$ cat config.mk
export PLATFORM = sky130hd
export DESIGN_NAME = uart_tx_arbiter
export DESIGN_NICKNAME = d
export VERILOG_FILES = /design/src/rtl/uart_tx_arbiter.sv
export SDC_FILE = /design/constraint.sdc
export NUM_CORES = 1
export LEC_CHECK = 0
export CAP_MARGIN = 20
export CORE_ASPECT_RATIO = 1.1
export CORE_MARGIN = 2
export CORE_UTILIZATION = 30
export CTS_CLUSTER_DIAMETER = 150
export CTS_CLUSTER_SIZE = 40
export DETAILED_ROUTE_END_ITERATION = 8
export PLACE_DENSITY = 0.56
export SLEW_MARGIN = 25
export SYNTH_ARGS = -nofsm -noshare
export SYNTH_HDL_FRONTEND = slang
export SYNTH_SLANG_ARGS = --single-unit
$ cat constraint.sdc
create_clock -name clk -period 4.65 [get_ports clk]
set_input_delay 0.93 -clock clk [delete_from_list [all_inputs] [get_ports clk]]
set_output_delay 0.93 -clock clk [all_outputs]
set_load 0.02 [all_outputs]
$ cat src/rtl/uart_tx_arbiter.sv
// uart_tx_arbiter: two-requester message arbiter feeding a byte-level UART
// transmitter. A granted message is latched whole into an internal buffer
// and streamed byte 0 first, one tx_start per byte, pacing on tx_busy.
// After each message the block idles in GAP before it samples requests again.
//
// Optional feature: define UART_ARB_ROUNDROBIN_EN to alternate the winner on
// simultaneous requests. Without it requester 0 always wins a tie.
//
// Handshakes: reqX is a level held by the requester until gntX pulses. gntX
// means msgX has been captured, so the requester may drop req and change msg.
// tx_start is a one-cycle pulse with tx_data valid in that cycle; it is only
// issued after tx_busy has been sampled low. doneX pulses once the last byte
// of requester X's message has left the transmitter.
module uart_tx_arbiter #(
   parameter int MSG_LEN    = 11,
   parameter int GAP_CYCLES = 0
) (
   input  logic                   clk,
   input  logic                   rstn,
   input  logic                   req0,
   input  logic [8*MSG_LEN-1:0]   msg0,
   input  logic                   req1,
   input  logic [8*MSG_LEN-1:0]   msg1,
   output logic                   gnt0,
   output logic                   gnt1,
   output logic                   done0,
   output logic                   done1,
   output logic [7:0]             tx_data,
   output logic                   tx_start,
   input  logic                   tx_busy,
   output logic [2:0]             o_dbg_state
);

   typedef enum logic [2:0] {
      ST_IDLE  = 3'd0,
      ST_SEND  = 3'd1,
      ST_WAIT1 = 3'd2,
      ST_WAIT  = 3'd3,
      ST_GAP   = 3'd4
   } state_t;

   localparam logic [7:0] LP_LAST = 8'(MSG_LEN - 1);

   state_t               r_state;
   state_t               w_state_nxt;
   logic [8*MSG_LEN-1:0] r_buf;
   logic [7:0]           r_idx;
   logic [15:0]          r_gap_cnt;
   logic                 r_owner;
   logic                 r_gnt0;
   logic                 r_gnt1;
   logic                 r_done0;
   logic                 r_done1;
   logic                 r_tx_start;
   logic [7:0]           r_tx_data;
`ifdef UART_ARB_ROUNDROBIN_EN
   logic                 r_last_gnt;
`endif

   logic                 w_any_req;
   logic                 w_pick1;
   logic                 w_last_byte;
   logic                 w_gap_last;
   logic [7:0]           w_cur_byte;
   logic                 w_grant;
   logic                 w_gnt0_nxt;
   logic                 w_gnt1_nxt;
   logic                 w_done0_nxt;
   logic                 w_done1_nxt;
   logic                 w_tx_start_nxt;
   logic [7:0]           w_tx_data_nxt;
   logic                 w_idx_inc;
   logic                 w_gap_clr;
   logic                 w_gap_inc;

   assign w_any_req   = req0 | req1;
   assign w_last_byte = (r_idx == LP_LAST);
   // GAP lasts GAP_CYCLES cycles, with a floor of one cycle when it is zero
   assign w_gap_last  = (({1'b0, r_gap_cnt} + 17'd1) >= 17'(GAP_CYCLES));

   // Tie-break between requesters; a lone request always wins
`ifdef UART_ARB_ROUNDROBIN_EN
   assign w_pick1 = req1 & (~req0 | ~r_last_gnt);
`else
   assign w_pick1 = req1 & ~req0;
`endif

   // Select the buffered byte addressed by the current index
   always_comb begin
      w_cur_byte = 8'h00;
      for (int k = 0; k < MSG_LEN; k++) begin
         if (r_idx == 8'(k)) begin
            w_cur_byte = r_buf[8*k +: 8];
         end
      end
   end

   // State register
   always_ff @(posedge clk or negedge rstn) begin
      if (!rstn) begin
         r_state <= ST_IDLE;
      end else begin
         r_state <= w_state_nxt;
      end
   end

   // Next-state logic
   always_comb begin
      w_state_nxt = r_state;
      case (r_state)
         ST_IDLE:  if (w_any_req) w_state_nxt = ST_SEND;
         ST_SEND:  if (!tx_busy) w_state_nxt = ST_WAIT1;
         ST_WAIT1: w_state_nxt = ST_WAIT;
         ST_WAIT:  if (!tx_busy) w_state_nxt = w_last_byte ? ST_GAP : ST_SEND;
         ST_GAP:   if (w_gap_last) w_state_nxt = ST_IDLE;
         default:  w_state_nxt = ST_IDLE;
      endcase
   end

   // Output and datapath control decoded from the current state
   always_comb begin
      w_grant        = 1'b0;
      w_gnt0_nxt     = 1'b0;
      w_gnt1_nxt     = 1'b0;
      w_done0_nxt    = 1'b0;
      w_done1_nxt    = 1'b0;
      w_tx_start_nxt = 1'b0;
      w_tx_data_nxt  = r_tx_data;
      w_idx_inc      = 1'b0;
      w_gap_clr      = 1'b0;
      w_gap_inc      = 1'b0;
      case (r_state)
         ST_IDLE: begin
            if (w_any_req) begin
               w_grant    = 1'b1;
               w_gnt0_nxt = ~w_pick1;
               w_gnt1_nxt = w_pick1;
            end
         end
         ST_SEND: begin
            if (!tx_busy) begin
               w_tx_start_nxt = 1'b1;
               w_tx_data_nxt  = w_cur_byte;
            end
         end
         ST_WAIT: begin
            if (!tx_busy) begin
               if (w_last_byte) begin
                  w_done0_nxt = ~r_owner;
                  w_done1_nxt = r_owner;
                  w_gap_clr   = 1'b1;
               end else begin
                  w_idx_inc = 1'b1;
               end
            end
         end
         ST_GAP: begin
            if (w_gap_last) begin
               w_gap_clr = 1'b1;
            end else begin
               w_gap_inc = 1'b1;
            end
         end
         default: begin
         end
      endcase
   end

   // Registered outputs
   always_ff @(posedge clk or negedge rstn) begin
      if (!rstn) begin
         r_gnt0     <= 1'b0;
         r_gnt1     <= 1'b0;
         r_done0    <= 1'b0;
         r_done1    <= 1'b0;
         r_tx_start <= 1'b0;
         r_tx_data  <= 8'h00;
      end else begin
         r_gnt0     <= w_gnt0_nxt;
         r_gnt1     <= w_gnt1_nxt;
         r_done0    <= w_done0_nxt;
         r_done1    <= w_done1_nxt;
         r_tx_start <= w_tx_start_nxt;
         r_tx_data  <= w_tx_data_nxt;
      end
   end

   // Message buffer, byte index, owner and gap counter
   always_ff @(posedge clk or negedge rstn) begin
      if (!rstn) begin
         r_buf     <= '0;
         r_idx     <= 8'd0;
         r_owner   <= 1'b0;
         r_gap_cnt <= 16'd0;
      end else begin
         if (w_grant) begin
            r_buf   <= w_pick1 ? msg1 : msg0;
            r_owner <= w_pick1;
            r_idx   <= 8'd0;
         end else if (w_idx_inc) begin
            r_idx <= r_idx + 8'd1;
         end
         if (w_gap_clr) begin
            r_gap_cnt <= 16'd0;
         end else if (w_gap_inc) begin
            r_gap_cnt <= r_gap_cnt + 16'd1;
         end
      end
   end

`ifdef UART_ARB_ROUNDROBIN_EN
   // Remember who was granted last; reset favours requester 0 next
   always_ff @(posedge clk or negedge rstn) begin
      if (!rstn) begin
         r_last_gnt <= 1'b1;
      end else if (w_grant) begin
         r_last_gnt <= w_pick1;
      end
   end
`endif

   assign gnt0        = r_gnt0;
   assign gnt1        = r_gnt1;
   assign done0       = r_done0;
   assign done1       = r_done1;
   assign tx_start    = r_tx_start;
   assign tx_data     = r_tx_data;
   assign o_dbg_state = r_state;

endmodule

Word-level counts from Yosys, hierarchy flattened
Index checks and enable logic that the tools add are counted.
W data, S select, Z words.
{ "totals": {"regBits": 129, "inputBits": 181, "output_inout_bits": 16} }
{ "classes": {"add_sub_neg": 3, "order_cmp": 1, "eq_ne": 18, "n_mux": 45, "bitwise_logic": 6, "n_reduce_logical": 6} }
{ "ops": {"columns": ["cell", "n"], "rows": [
  ["$mux W8", 13],
  ["$mux W88", 1],
  ["$eq A8 B3 Y1 const B", 4],
  ["$mux W16", 2],
  ["$eq A8 B4 Y1 const B", 3],
  ["$mux W1", 22],
  ["$add A16 B1 Y17 const B", 1],
  ["$ge A17 B1 Y1 const B", 1],
  ["$add A16 B1 Y16 const B", 1],
  ["$eq A8 B2 Y1 const B", 2],
  ["$mux W3", 5],
  ["$pmux W3 S5", 1],
  ["$add A8 B1 Y8 const B", 1],
  ["$eq A8 B1 Y1 const B", 1],
  ["$logic_not A8 Y1", 1],
  ["$ne A2 B2 Y1 const B", 4],
  ["$eq A3 B2 Y1 const B", 2],
  ["$not A1 Y1", 4],
  ["$reduce_and A4 Y1", 1],
  ["$reduce_bool A2 Y1", 2],
  ["$eq A3 B1 Y1 const B", 1],
  ["$eq A3 B3 Y1 const B", 1],
  ["$logic_not A3 Y1", 1],
  ["$pmux W1 S2", 1],
  ["other kinds (3)", 3]
]} }

Longest topological paths before layout
{ "depth": {"depth_word": 12, "mapped_depth": 9, "depth_no_buf": 7} }

Least setup slack after synthesis
OpenSTA, ideal clock, no wires.
{ "synth_timing": {"path_kind": "in2reg", "from": "in tx_busy", "to": "reg r_tx_data[2] (netlist: tx_data[2])", "arrival_time_ps": 2274, "setup_slack_ps": 2252, "path_stages": 6, "path_buffers": 1, "cell_sequence": "nor2b_1 > or3b_2 > clkbuf_1 > nand2_1 > nand3_1 > o31a_1"} }
{ "synth_between": {"elab_chain_cells": 2} }
{ "synth_rtl": {"columns": ["element", "line", "text"], "rows": [
  ["start: declaration", "30", "input logic tx_busy,"],
  ["$not A1 Y1 (no source line)", null, null],
  ["$reduce_and A2 Y1 (no source line)", null, null],
  ["end signal: assignment", "184", "r_tx_data <= w_tx_data_nxt;"],
  ["end: declaration", "55", "logic [7:0] r_tx_data;"]
]} }
Every way passes these cells.
A chain may end at the register's enable or synchronous reset.

Final worst setup path
{ "layout_timing": {"from": "reg r_idx[0]", "to": "reg r_tx_data[5] (netlist: tx_data[5])"} }
{ "layout_between": {"elab_chain_cells": 12, "word_cells_on_any_way": 22, "cone_classes": "eq/ne (10); mux (11); reduce/logical (1)"} }
{ "layout_rtl": {"columns": ["element", "line", "text"], "rows": [
  ["start: declaration", "47", "logic [7:0] r_idx;"],
  ["start signal: assignment", "201", "r_idx <= r_idx + 8'd1;"],
  ["$logic_not A8 Y1", "92", "if (r_idx == 8'(k)) begin"],
  ["$mux W8 (10 in a row)", "92", null],
  ["$mux W8 *", "92", null]
]} }
Mark *: on every way between the ends. The rest lies on a longest branch, timed or not.

==> qor.txt <==
Largest area contributor in the netlist: dfrtp_1
Setup TNS: 0 ns
Final nets: 1006
Post-DP HPWL: 13290 µm
Largest cells by area after synthesis: dfrtp_1 47%, mux2i_1 15%, o21ai_0 9.0%, nand2_1 6.7%, clkbuf_1 2.6%
Grt ovf: 0
Vias in the first global route: 5438
Ports: 197
Top_reg_cell synth: dfrtp_1
TritonCTS Sinks: 113
Post-CTS sizing: 0
Via density: 4.926
Ys async rst share: 1.000
Clk pwr share: 0.279
RR Startpoint: r_idx[0]
Met3 global-route usage: 0.05154
Min Hold Slack: 0.4697 ns
Sequential power share: 0.360
Min Tclk post-route: 2.754 ns
FF-to-FF path depth: 8
First-pass GRT wire length: 29260 µm
Max Clk Rate: 0.3631 GHz
#FFs+latches synth: 113
CTS tree: done
Area delta synth->final: 46.12%
CP endpoint kind: flip-flop
Final Max Slew Viols: 0
Layout cells sized above 1: 0.06475
Comb power frac: 0.361
Top Usage Layer GRT: met2
Drt wl/cell: 16.72 µm
Final ANT Viol Nets: 0
Mapped Nets: 830
Slew @ Worst Pin: 0.8504 ns
Class of the most critical hold timing path: reg2reg
Final Hold Viols: 0
TritonRoute pass-1 iters: 4
Yosys cell types: 49
Worst vdd ir: 0.0003452 V
Die Y: 152.7 µm
Worst-path clk slew: 0.05 ns
Crit Path Category: reg2reg
Post-Synth Adder-Cell Area: 0.008299
IO buf count: 196
Die extent in x: 139.2 µm
Synth Area in Simple Gates: 0.1479
Initial antenna violation count: 0
Detailed-route DRC error count: 0
Yosys warnings: 0
# rows: 54
Required time of the worst setup path: 4.98 ns
Synth Area in XOR/XNOR: 0.008714
Switching share of total power: 0.3648
Crit path max fanout: 12
Final Skew: 0.01041 ns
Final setup vio count: 0
Largest family of logic cells by synthesized area: compound AO/OA/AOI/OAI gates
Post-layout util: 0.4451
Clock Path Buffers: 2
Leakage: 0.003718 µW
Post-Route WL: 18160 µm
Number of max-cap violations: 0
Drt initial violations: 338
Mux share of post-synthesis cell area: 0.1461
Seq/Total Area, Yosys: 0.4689
P per Cell Area: 533.8 nW/µm²
Critical Path AT: 3.08 ns
Clk Latency, worst-skew pair: 0.42 ns
RSZ-0062 raised after global routing: no
Met2 GRT Util: 0.2803
Cell Area, Synth: 6031 µm²
Reg2Reg Capture Point: tx_data[5]
Post-synth top cells: 113 x dfrtp_1, 109 x o21ai_0, 107 x nand2_1
NetSw: 1716 µW
CTS Hold Buffers Added: 0
Clock buffer count from CTS: 17
Synthesized area per cell: 9.350 µm²
Synth Area in Compound Gates: 0.1836
DR vias: 5350
Post-synth EDFFs: 0
GRT Total Usage: 0.1754
ANT cells: 0
Internal power: 2988 µW
CTS root buf: clkbuf_16
Met1 usage: 0.2327
Reg2Reg Setup Slack: 1.90 ns
Status: completed
Count leader, synth: dfrtp_1
Synthesized instance count: 645
Critical Path End: tx_data[5]
Tot Pwr: 4704 µW
Worst Setup SP: r_idx[0]
Max_slew headroom: 0.4330
Die Area: 21250 µm²
Final period util: 0.5923
Placer Congestion: 0.8051
Largest net degree at the start of global routing: 101
CTS H-tree depth: 4
Synth top area share: 0.4689
Critical Path Start Type: flip-flop
Setup bufs post-CTS: 0
Initial Util: 0.3046
Core area: 19800 µm²
## metrics by stage
step	cell area [µm²]	worst slack, ns	std cells
CTS	8812	1.860	1086
finish	8812	1.896	1086
global route	8812	1.732	1086
floorplan	6031	2.252	645
detailed placement	8212	1.587	1054
global placement	8212	1.608	1054
## layout by cell type (no fill, tap or decap), drive strengths merged, types with 5 or more instances in the layout
cell / netlist / routed
dfrtp: 113 / 113
clkinv: 1 / 8
clkdlybuf4s50: 0 / 195
nand3b: 5 / 5
nor2b: 10 / 10
inv: 6 / 6
and3: 5 / 5
buf: 8 / 11
o21ai: 109 / 109
nand4: 6 / 6
a221oi: 11 / 11
nand3: 15 / 15
or3: 5 / 5
clkbuf: 41 / 22
nand2: 107 / 107
a221o: 5 / 5
nand2b: 6 / 6
nor2: 21 / 21
nor3: 7 / 7
mux2i: 88 / 88
a31oi: 6 / 6
a21oi: 19 / 19
## registers in the layout (all words and copies together), names as in the netlist
register and count:
done1 1, r_owner 1, done0 1, tx_data 8, o_dbg_state 3, tx_start 1
gnt0 1, gnt1 1, r_buf 88, r_idx 8
## how the worst min path moves through the flow
stage	startpoint	to	slack [ns]	cells after the start
floorplan	r_owner	done0	0.43	1
global placement	r_owner	done0	0.46	1
detailed placement	r_buf[66]	r_buf[66]	0.47	2
CTS	r_buf[66]	r_buf[66]	0.48	2
global route	r_owner	done0	0.49	1
finish	r_owner	done0	0.47	1
## critical path, stage by stage, from the launching register on
cell and delay, ns:
dfrtp_1 0.44, inv_1 0.11, ha_1 0.42, nor2b_1 0.42, buf_4 0.29, a221oi_1 0.11, o31ai_1 0.43, a221oi_1 0.20
o21ai_0 0.23
## power by group through the flow
stage	clock (µW)	sequential [µW]	combinational [µW]
3_5_place_dp	0	1710	1700
4_1_cts	1340	1700	1710
6_report	1310	1690	1700
3_3_place_gp	0	1710	1670
5_1_grt	1390	1750	1920
2_1_floorplan	0	1630	1060
## area by class of cell
cell class | count | area [µm²]
clock buffer | 22 | 494.2
clock inverter | 10 | 106.4
fill | 1971 | 10980
inverter | 7 | 26.28
multi-input combinational | 476 | 3008
sequential | 113 | 2828
tap | 252 | 315.3
timing repair buffer | 206 | 2034
## routing by layer
| layer | vias to the layer above | part of all wire |
|---|---|---|
| met5 | - | 0 |
| met4 | 0 | 0.0096 |
| met3 | 14 | 0.059 |
| met2 | 166 | 0.48 |
| met1 | 2498 | 0.45 |
| li1 | 2672 | - |
## cells by family after synthesis
logic type                 count (synthesis)
muxes                                     88
adders and majority gates                  4
DFF                                      113
and+or+nand+nor                          194
AOI/OAI and AO/OA                        184
xor gates and xnor gates                   6
buffers and inverters                     56
Note: power is estimated with default switching activity, not from simulation.
